File: src/rtl/nand_seq_pkg.sv
// Shared types and constants for the NAND operand sequencer.
// Provides the FSM state enum, default operand width and count-width helper.
package nand_seq_pkg;

  localparam int NAND_W = 4;

  typedef enum logic [1:0] {
    S_IDLE,
    S_PLAY,
    S_DONE
  } state_e;

  function automatic int cnt_w(input int depth);
    return $clog2(depth) + 1;
  endfunction

endpackage

File: src/rtl/nand_seq_buf.sv
// Operand-pair storage: DEPTH x (2*WIDTH) registers, one write port,
// one asynchronous read port. Not reset; validity is tracked by the caller.
module nand_seq_buf
  import nand_seq_pkg::*;
#(
  parameter int WIDTH = NAND_W,
  parameter int DEPTH = 4,
  localparam int IW = $clog2(DEPTH)
) (
  input  logic             clk,
  input  logic             we_i,
  input  logic [IW-1:0]    waddr_i,
  input  logic [WIDTH-1:0] wa_i,
  input  logic [WIDTH-1:0] wb_i,
  input  logic [IW-1:0]    raddr_i,
  output logic [WIDTH-1:0] ra_o,
  output logic [WIDTH-1:0] rb_o
);

  logic [2*WIDTH-1:0] mem_q [DEPTH];

  always_ff @(posedge clk) begin
    if (we_i) mem_q[waddr_i] <= {wa_i, wb_i};
  end

  assign ra_o = mem_q[raddr_i][2*WIDTH-1:WIDTH];
  assign rb_o = mem_q[raddr_i][WIDTH-1:0];

endmodule

File: src/rtl/nand_operand_seq.sv
// Operand sequencer: buffers (A,B) pairs, then replays them on registered
// a_out/b_out via valid/ready. Ports: load (wr_en/wr_a/wr_b, full, count),
// control (start, busy, done), stream (a_out, b_out, out_valid, out_ready).
// Define NAND_SEQ_LOOP_EN for looping playback with a `stop` input.
module nand_operand_seq
  import nand_seq_pkg::*;
#(
  parameter int WIDTH = NAND_W,
  parameter int DEPTH = 4,
  localparam int CW = cnt_w(DEPTH),
  localparam int IW = $clog2(DEPTH)
) (
  input  logic             clk,
  input  logic             rst_n,
  input  logic             wr_en,
  input  logic [WIDTH-1:0] wr_a,
  input  logic [WIDTH-1:0] wr_b,
  output logic             full,
  output logic [CW-1:0]    count,
  input  logic             start,
  output logic             busy,
  output logic             done,
  output logic [WIDTH-1:0] a_out,
  output logic [WIDTH-1:0] b_out,
  output logic             out_valid,
`ifdef NAND_SEQ_LOOP_EN
  input  logic             stop,
`endif
  input  logic             out_ready
);

  state_e           state_q, state_d;
  logic [CW-1:0]    count_q, count_d;
  logic [IW-1:0]    idx_q, idx_d;
  logic             vld_q, vld_d;
  logic [WIDTH-1:0] a_q, a_d;
  logic [WIDTH-1:0] b_q, b_d;

  logic             we;
  logic             hs;
  logic             last;
  logic             full_w;
  logic [IW-1:0]    rd_idx;
  logic [WIDTH-1:0] rd_a;
  logic [WIDTH-1:0] rd_b;

  assign full_w = (count_q == CW'(DEPTH));
  assign hs     = vld_q & out_ready;
  assign last   = ((CW'(idx_q) + CW'(1)) == count_q);
  // Read address is the entry to load into the output regs at this edge.
  assign rd_idx = (state_q == S_PLAY && !last) ? idx_q + IW'(1) : '0;

  nand_seq_buf #(
    .WIDTH(WIDTH),
    .DEPTH(DEPTH)
  ) u_buf (
    .clk    (clk),
    .we_i   (we),
    .waddr_i(count_q[IW-1:0]),
    .wa_i   (wr_a),
    .wb_i   (wr_b),
    .raddr_i(rd_idx),
    .ra_o   (rd_a),
    .rb_o   (rd_b)
  );

  always_ff @(posedge clk or negedge rst_n) begin
    if (!rst_n) begin
      state_q <= S_IDLE;
      count_q <= '0;
      idx_q   <= '0;
      vld_q   <= 1'b0;
      a_q     <= '0;
      b_q     <= '0;
    end else begin
      state_q <= state_d;
      count_q <= count_d;
      idx_q   <= idx_d;
      vld_q   <= vld_d;
      a_q     <= a_d;
      b_q     <= b_d;
    end
  end

  always_comb begin
    state_d = state_q;
    count_d = count_q;
    idx_d   = idx_q;
    vld_d   = vld_q;
    a_d     = a_q;
    b_d     = b_q;
    we      = 1'b0;
    unique case (state_q)
      S_IDLE: begin
        // start has priority; a same-cycle write is dropped
        if (start && count_q != '0) begin
          state_d = S_PLAY;
          idx_d   = '0;
          vld_d   = 1'b1;
          a_d     = rd_a;
          b_d     = rd_b;
        end else if (wr_en && !full_w) begin
          we      = 1'b1;
          count_d = count_q + CW'(1);
        end
      end
      S_PLAY: begin
`ifdef NAND_SEQ_LOOP_EN
        if (stop) begin
          state_d = S_DONE;
          vld_d   = 1'b0;
          a_d     = '0;
          b_d     = '0;
        end else if (hs) begin
          idx_d = rd_idx;
          a_d   = rd_a;
          b_d   = rd_b;
        end
`else
        if (hs && last) begin
          state_d = S_DONE;
          vld_d   = 1'b0;
          a_d     = '0;
          b_d     = '0;
        end else if (hs) begin
          idx_d = rd_idx;
          a_d   = rd_a;
          b_d   = rd_b;
        end
`endif
      end
      S_DONE: begin
        count_d = '0;
        state_d = S_IDLE;
      end
      default: state_d = S_IDLE;
    endcase
  end

  assign full      = full_w;
  assign count     = count_q;
  assign busy      = (state_q == S_PLAY);
  assign done      = (state_q == S_DONE);
  assign out_valid = vld_q;
  assign a_out     = a_q;
  assign b_out     = b_q;

endmodule

File: config.mk
export PLATFORM = sky130hd
export DESIGN_NAME = nand_operand_seq
export DESIGN_NICKNAME = d
export VERILOG_FILES = /design/src/rtl/nand_seq_pkg.sv /design/src/rtl/nand_seq_buf.sv /design/src/rtl/nand_operand_seq.sv
export SDC_FILE = /design/constraint.sdc
export NUM_CORES = 1
export LEC_CHECK = 0
export BUFFER_PORTS_ARGS = -buffer_cell sky130_fd_sc_hd__buf_2
export CORE_ASPECT_RATIO = 2
export CORE_MARGIN = 8
export CORE_UTILIZATION = 25
export CTS_CLUSTER_SIZE = 12
export DETAILED_ROUTE_END_ITERATION = 8
export RECOVER_POWER = 50
export SETUP_SLACK_MARGIN = 0.4
export SLEW_MARGIN = 10
export SYNTH_ARGS = -nofsm -noshare
export SYNTH_HDL_FRONTEND = slang
export SYNTH_SLANG_ARGS = --single-unit
File: constraint.sdc
create_clock -name clk -period 4.9 [get_ports clk]
set_input_delay 0.735 -clock clk [delete_from_list [all_inputs] [get_ports clk]]
set_output_delay 0.735 -clock clk [all_outputs]
set_load 0.01 [all_outputs]
Yosys cells after proc, flatten, opt, wreduce, memory -nomap -nowiden --
Memories as Yosys holds them, arrays and structs flattened. Cells that the tools add are included. W data, S select, Z words.
Operators by class: add/sub/neg operators 3, multipliers 0, div/mod/pow operators 0, $lt $le $gt $ge 0, equality and inequality tests 11, shift operators 0, multiplexer cells 27, bitwise operators 1, reductions and logical operators 15
Operator list (count):
- $mux W4 | 6
- $pmux W4 S2 | 2
- $mux W2 | 6
- $reduce_and A3 Y1 | 3
- $ne A2 B2 Y1 const B | 4
- $pmux W2 S2 | 2
- $mux W1 | 7
- $mux W3 | 2
- $pmux W3 S2 | 1
- $logic_and A1 B1 Y1 | 4
- $ne A2 B1 Y1 const B | 2
- $reduce_and A4 Y1 | 1
- $reduce_bool A2 Y1 | 2
- $add A2 B1 Y3 const B | 1
- $add A3 B1 Y3 const B | 1
- $eq A3 B3 Y1 | 1
- $eq A3 B3 Y1 const B | 1
- $ne A3 B1 Y1 const B | 1
- $reduce_bool A3 Y1 | 1
- $add A2 B1 Y2 const B | 1
- $eq A2 B1 Y1 const B | 1
- $eq A2 B2 Y1 const B | 1
- $logic_not A1 Y1 | 2
- $logic_not A2 Y1 | 1
- other kinds (3) | 3
Word-level totals: flip-flop bits (word level) 16, bits in latches 0, bits in writable memories 32, bits in read-only memories 0, logic and storage cells 64, memories kept 1
Memories:
- u_buf.mem_q | words 4, bits a word 8, read ports 1, clocked after Yosys merged registers in 0, write ports 1, line nand_seq_buf.sv:20 | logic [2*WIDTH-1:0] mem_q [DEPTH];

Longest topological paths before layout --
An unclocked memory read counts as a cell.
depth in word-level cells 9, mapped depth 7, mapped depth without buffers 6

Cells and area by module --
From an unflattened synthesis, not the netlist that was laid out.
Unflattened totals: cell total of the unflattened synthesis 150, area, all modules 2168.3 um^2
By module, submodules not included:
- nand_seq_buf | times used 1, cells each 46, area each 1188.6 um^2, sequential area each 960.9 um^2
- nand_operand_seq | times used 1, cells each 104, area each 979.7 um^2, sequential area each 400.4 um^2

Worst setup path before layout --
Ideal clock, no wire load.
kind flip-flop to flip-flop, start register count_q[0] (netlist: count[0]), end memory u_buf.mem_q[0][0] (netlist bit) (enable), library setup time 0.332 ns, data arrival time 1.810 ns, data required time 4.568 ns, path slack 2.759 ns, stages on the path, launching flop included 7, period minus slack after synthesis 2.141 ns, cell sequence dfrtp_1 -> inv_1 -> ha_1 -> nand2_1 -> inv_1 -> nor4_1 -> and2_1
On the way: word-level cells in the longest chain between the ends 8, elaborated cells between the ends (all ways) 10, classes of those cells 1 x eq/ne; 5 x mux; 4 x reduce/logical
RTL lines:
- start, declared | line nand_operand_seq.sv:33 | logic [CW-1:0] count_q, count_d;
- start signal, assigned | line nand_operand_seq.sv:77 | count_q <= count_d;
- $eq A3 B3 Y1 | line nand_operand_seq.sv:47 | assign full_w = (count_q == CW'(DEPTH));
- via full | line nand_operand_seq.sv:18 | output logic full,
- $logic_not A1 Y1 | line nand_operand_seq.sv:102 | end else if (wr_en && !full_w) begin
- $logic_and A1 B1 Y1 | line nand_operand_seq.sv:102
- $mux W1 | line nand_operand_seq.sv:102
- $mux W1 | line nand_operand_seq.sv:96 | if (start && count_q != '0) begin
- $mux W1 | line nand_operand_seq.sv:93 | unique case (state_q)
- $mux W1 | line nand_seq_buf.sv:23 | if (we_i) mem_q[waddr_i] <= {wa_i, wb_i};
- $mux W1 (implied by the code) | line nand_seq_buf.sv:23
- end, declared | line nand_seq_buf.sv:20
The timed path passes the listed nets, and every way through them passes these cells.

Worst setup path in the final report --
start register idx_q[0], end register a_q[2] (netlist: a_out[2])
On the way: word-level cells in the longest chain between the ends 9, elaborated cells between the ends (all ways) 14, classes of those cells 2 x add/sub; 2 x eq/ne; 5 x mux; 4 x reduce/logical; 1 x memory
RTL lines:
- start, declared | line nand_operand_seq.sv:34 | logic [IW-1:0] idx_q, idx_d;
- start signal, assigned | line nand_operand_seq.sv:78 | idx_q <= idx_d;
- $add A2 B1 Y3 | line nand_operand_seq.sv:49 | assign last = ((CW'(idx_q) + CW'(1)) == count_q);
- $eq A3 B3 Y1 | line nand_operand_seq.sv:49
- $logic_not A1 Y1 | line nand_operand_seq.sv:51 | assign rd_idx = (state_q == S_PLAY && !last) ? idx_q + IW'(1) : '0;
- $logic_and A1 B1 Y1 | line nand_operand_seq.sv:51
- $mux W2 | line nand_operand_seq.sv:51
- $mem_v2 Z4 W8
- $mux W4 | line nand_operand_seq.sv:125 | end else if (hs) begin
- $mux W4 | line nand_operand_seq.sv:120 | if (hs && last) begin
- $pmux W4 S2 | line nand_operand_seq.sv:93
- end signal, assigned | line nand_operand_seq.sv:73 | a_q <= '0;
- end signal, assigned | line nand_operand_seq.sv:80 | a_q <= a_d;
- end, declared | line nand_operand_seq.sv:36 | logic [WIDTH-1:0] a_q, a_d;
Several ways; a longest one is shown, not always the timed one. The select of a mux whose other input is x is not followed. A chain may end at the register's enable or synchronous reset.

==> impl_metrics.toml <==
[cts]
clockRootBuffer = "clkbuf_16"
postCtsSetupBuffers = 0
clkSlewWorstSetupHoldPaths_ps = 60
cts_resized = 0
cts_sinks = 48
cts_tree = "done"
cts_buffer_depth = 2
h-tree-depth = 2
cts_buffers = 5
clk_latency_ps = 290
hold_buffers = 0

[timing]
setup_tns_ps = 0
tightestPinTransition_ps = 944
finalSetupViolCount = 0
clock_skew_ps = 2.87
rsz0062_at_grt = "no"
post-route-min-period_ps = 2510
finalCritPeriodShare_pct = 51.3
fmax_ghz = 0.398
hold_viol = 0
slew_headroom_pct = 37.1
finalMaxSlewViolations = 0

[drt]
drc = 0
ant_nets = 0
dr_total_vias = 1286
first_pass_iters = 5
wl_um = 4500
first_iter_violations = 50
wl_per_cell_um = 16.3
vias_per_cell = 4.66

[logic_synthesis]
synth_area_leaders = "edfxtp_1 (46%), dfrtp_1 (19%), mux2i_1 (3.8%)"
ys_ff_latch = 48
synth_top_cell_by_area = "edfxtp_1"
synth_top_area_share_pct = 46.0
ys.flop_type = "edfxtp_1"
yosys_warnings = 0
synthArstFlopShare_pct = 33.3
syn_nets = 166
syn_inst = 148
ys_seq_area_share_pct = 65.1
syn_area_um2 = 2090
synth_edf_count = 32
synth.distinct_cells = 33
synth.avg_cell_area_um2 = 14.1

[run]
drv_cap = 0

[layout]
layout-drive-gt1-share_pct = 15.2
num-fill-cells = 822
synthToLayoutAreaGrowth_pct = 17.4
design_area_um2 = 2450
fin_nets = 195
n_antenna_cell = 0

[die]
ioPinCount = 28
coreArea_um2 = 8170
die-height_um = 145
initial_core_util_pct = 25.6
die-area_um2 = 11700
die_w_um = 80.6
num_rows = 47

[min_path]
hold_path_class = "reg2reg"

[run_status]
status = "completed"

[power_and_ir_drop]
power_leakage_nw = 0.912
vdd_drop_max_uv = 158
finalPower_mw = 1.60
powerDensity_nw_per_um2 = 651

[placement]
post_dp_cell_area_um2 = 2320
place_congestion = 0.785
hpwl_um = 3530
portBuffers = 27

[grt]
overflow = 0
use_met3_pct = 1.61
top_usage_layer = "met2"
grt_pass1_vias = 1390
grt_pass1_wl_um = 7260
antenna_found_initial = 0
track_usage_pct = 8.22
grt_max_degree = 17
use_met1_pct = 7.59
met2_usage_pct = 14.4

[worst_setup_path]
worstPathArrival_ps = 2730
start_kind = "register"
crit_path_end_kind = "register"
critPathMaxFanout = 13
cp.required_ps = 5110
critPathKind = "reg2reg"
where the power goes:
| part | switching (mW) | total, mW | leakage, nW | internal [mW] |
|---|---|---|---|---|
| Sequential | 0.0897 | 0.622 | 0.484 | 0.532 |
| Combinational | 0.380 | 0.628 | 0.351 | 0.248 |
| Clock | 0.145 | 0.349 | 0.0772 | 0.204 |
| Total | 0.614 | 1.60 | 0.912 | 0.984 |
flip-flops by register name, indices dropped and copies added, names as in the netlist:
| register | cells |
|---|---|
| b_out | 4 |
| out_valid | 1 |
| a_out | 4 |
| idx_q | 2 |
| count | 3 |
| state_q | 2 |
| u_buf.mem_q | 32 |
cell usage in the layout, fill, tap and decap left out, drive strengths merged, types with 2 or more instances in the layout:
master and instances:
a31oi 2, buf 11, nand3 4, ha 5, mux2i 8, nor3b 2
inv 7, o21ai 10, a32oi 8, dfrtp 16, clkbuf 22, mux2 5
nand2 6, and4b 2, nor2b 6, nor2 4, and2 5, xnor2 2
a21oi 7, nand2b 2, edfxtp 32, a211o 2
cells in the mapped netlist (4+ instances only):
| cell type | instances |
|---|---|
| a21oi_1 | 7 |
| ha_1 | 5 |
| edfxtp_1 | 32 |
| a32oi_1 | 8 |
| dfrtp_1 | 16 |
| nor2_1 | 4 |
| and2_1 | 5 |
| mux2_2 | 5 |
| o21ai_1 | 8 |
| nor2b_1 | 6 |
| clkbuf_1 | 4 |
| inv_1 | 6 |
| nand3_1 | 4 |
| nand2_1 | 6 |
| mux2i_1 | 8 |
path summary, 6_finish.rpt:
path | startpoint | cells after the start | slack, ps | to
setup reg to reg | idx_q[0] | 5 | 2390 | a_out[2]
hold / removal | a_out[0] | 2 | 500 | a_out[0]
hold reg to reg | a_out[0] | 2 | 500 | a_out[0]
min in group asynchronous | rst_n | 1 | 560 | count[2]
setup / recovery | idx_q[0] | 5 | 2390 | a_out[2]
max in group asynchronous | rst_n | 1 | 3760 | a_out[3]
critical path, stage by stage (launching register included):
cell and delay, ps:
dfrtp_1 650, ha_1 340, xnor2_1 440, a31oi_2 320, a221o_1 510, o21ai_1 180
through the flow:
| stage | hold WS [ps] | setup slack, ps | cells | utilization (%) |
|---|---|---|---|---|
| 2_1_floorplan | 439 | 2760 | 148 | - |
| 3_3_place_gp | 487 | 2290 | 268 | 28.4 |
| 3_5_place_dp | 486 | 2290 | 268 | 28.4 |
| 4_1_cts | 367 | 2350 | 276 | 30.3 |
| 5_1_grt | 524 | 2220 | 276 | 30.0 |
| 6_report | 503 | 2390 | 276 | 30.0 |
cell families (layout without fill, tap and decap cells):
logic type | after synthesis | in the layout | synth area share [%]
flops | 48 | 48 | 65.1
buf+inv | 11 | 41 | 2.34
fa+ha+maj | 5 | 5 | 2.99
mux | 13 | 13 | 6.53
xor+xnor | 3 | 3 | 1.62
simple gates | 36 | 36 | 10.2
compound gates | 32 | 32 | 11.2
routing by layer:
| layer | up-vias | wire length (µm) |
|---|---|---|
| met2 | 33 | 2510 |
| met3 | 17 | 138 |
| met5 | - | 0 |
| li1 | 618 | - |
| met4 | 0 | 243 |
| met1 | 618 | 1610 |
layout make-up:
| cell class | count | area, µm² | share of cell area (%) |
|---|---|---|---|
| flip-flops and latches | 48 | 1360 | 55.5 |
| multi-input cells | 89 | 679 | 27.7 |
| clock buffers | 6 | 139 | 5.66 |
| well taps | 98 | 123 | 5.00 |
| repair buffers | 27 | 115 | 4.69 |
| inverters | 6 | 22.5 | 0.918 |
| clock inverters | 2 | 13.8 | 0.561 |
No activity file was read; power rests on OpenSTA's default activity.
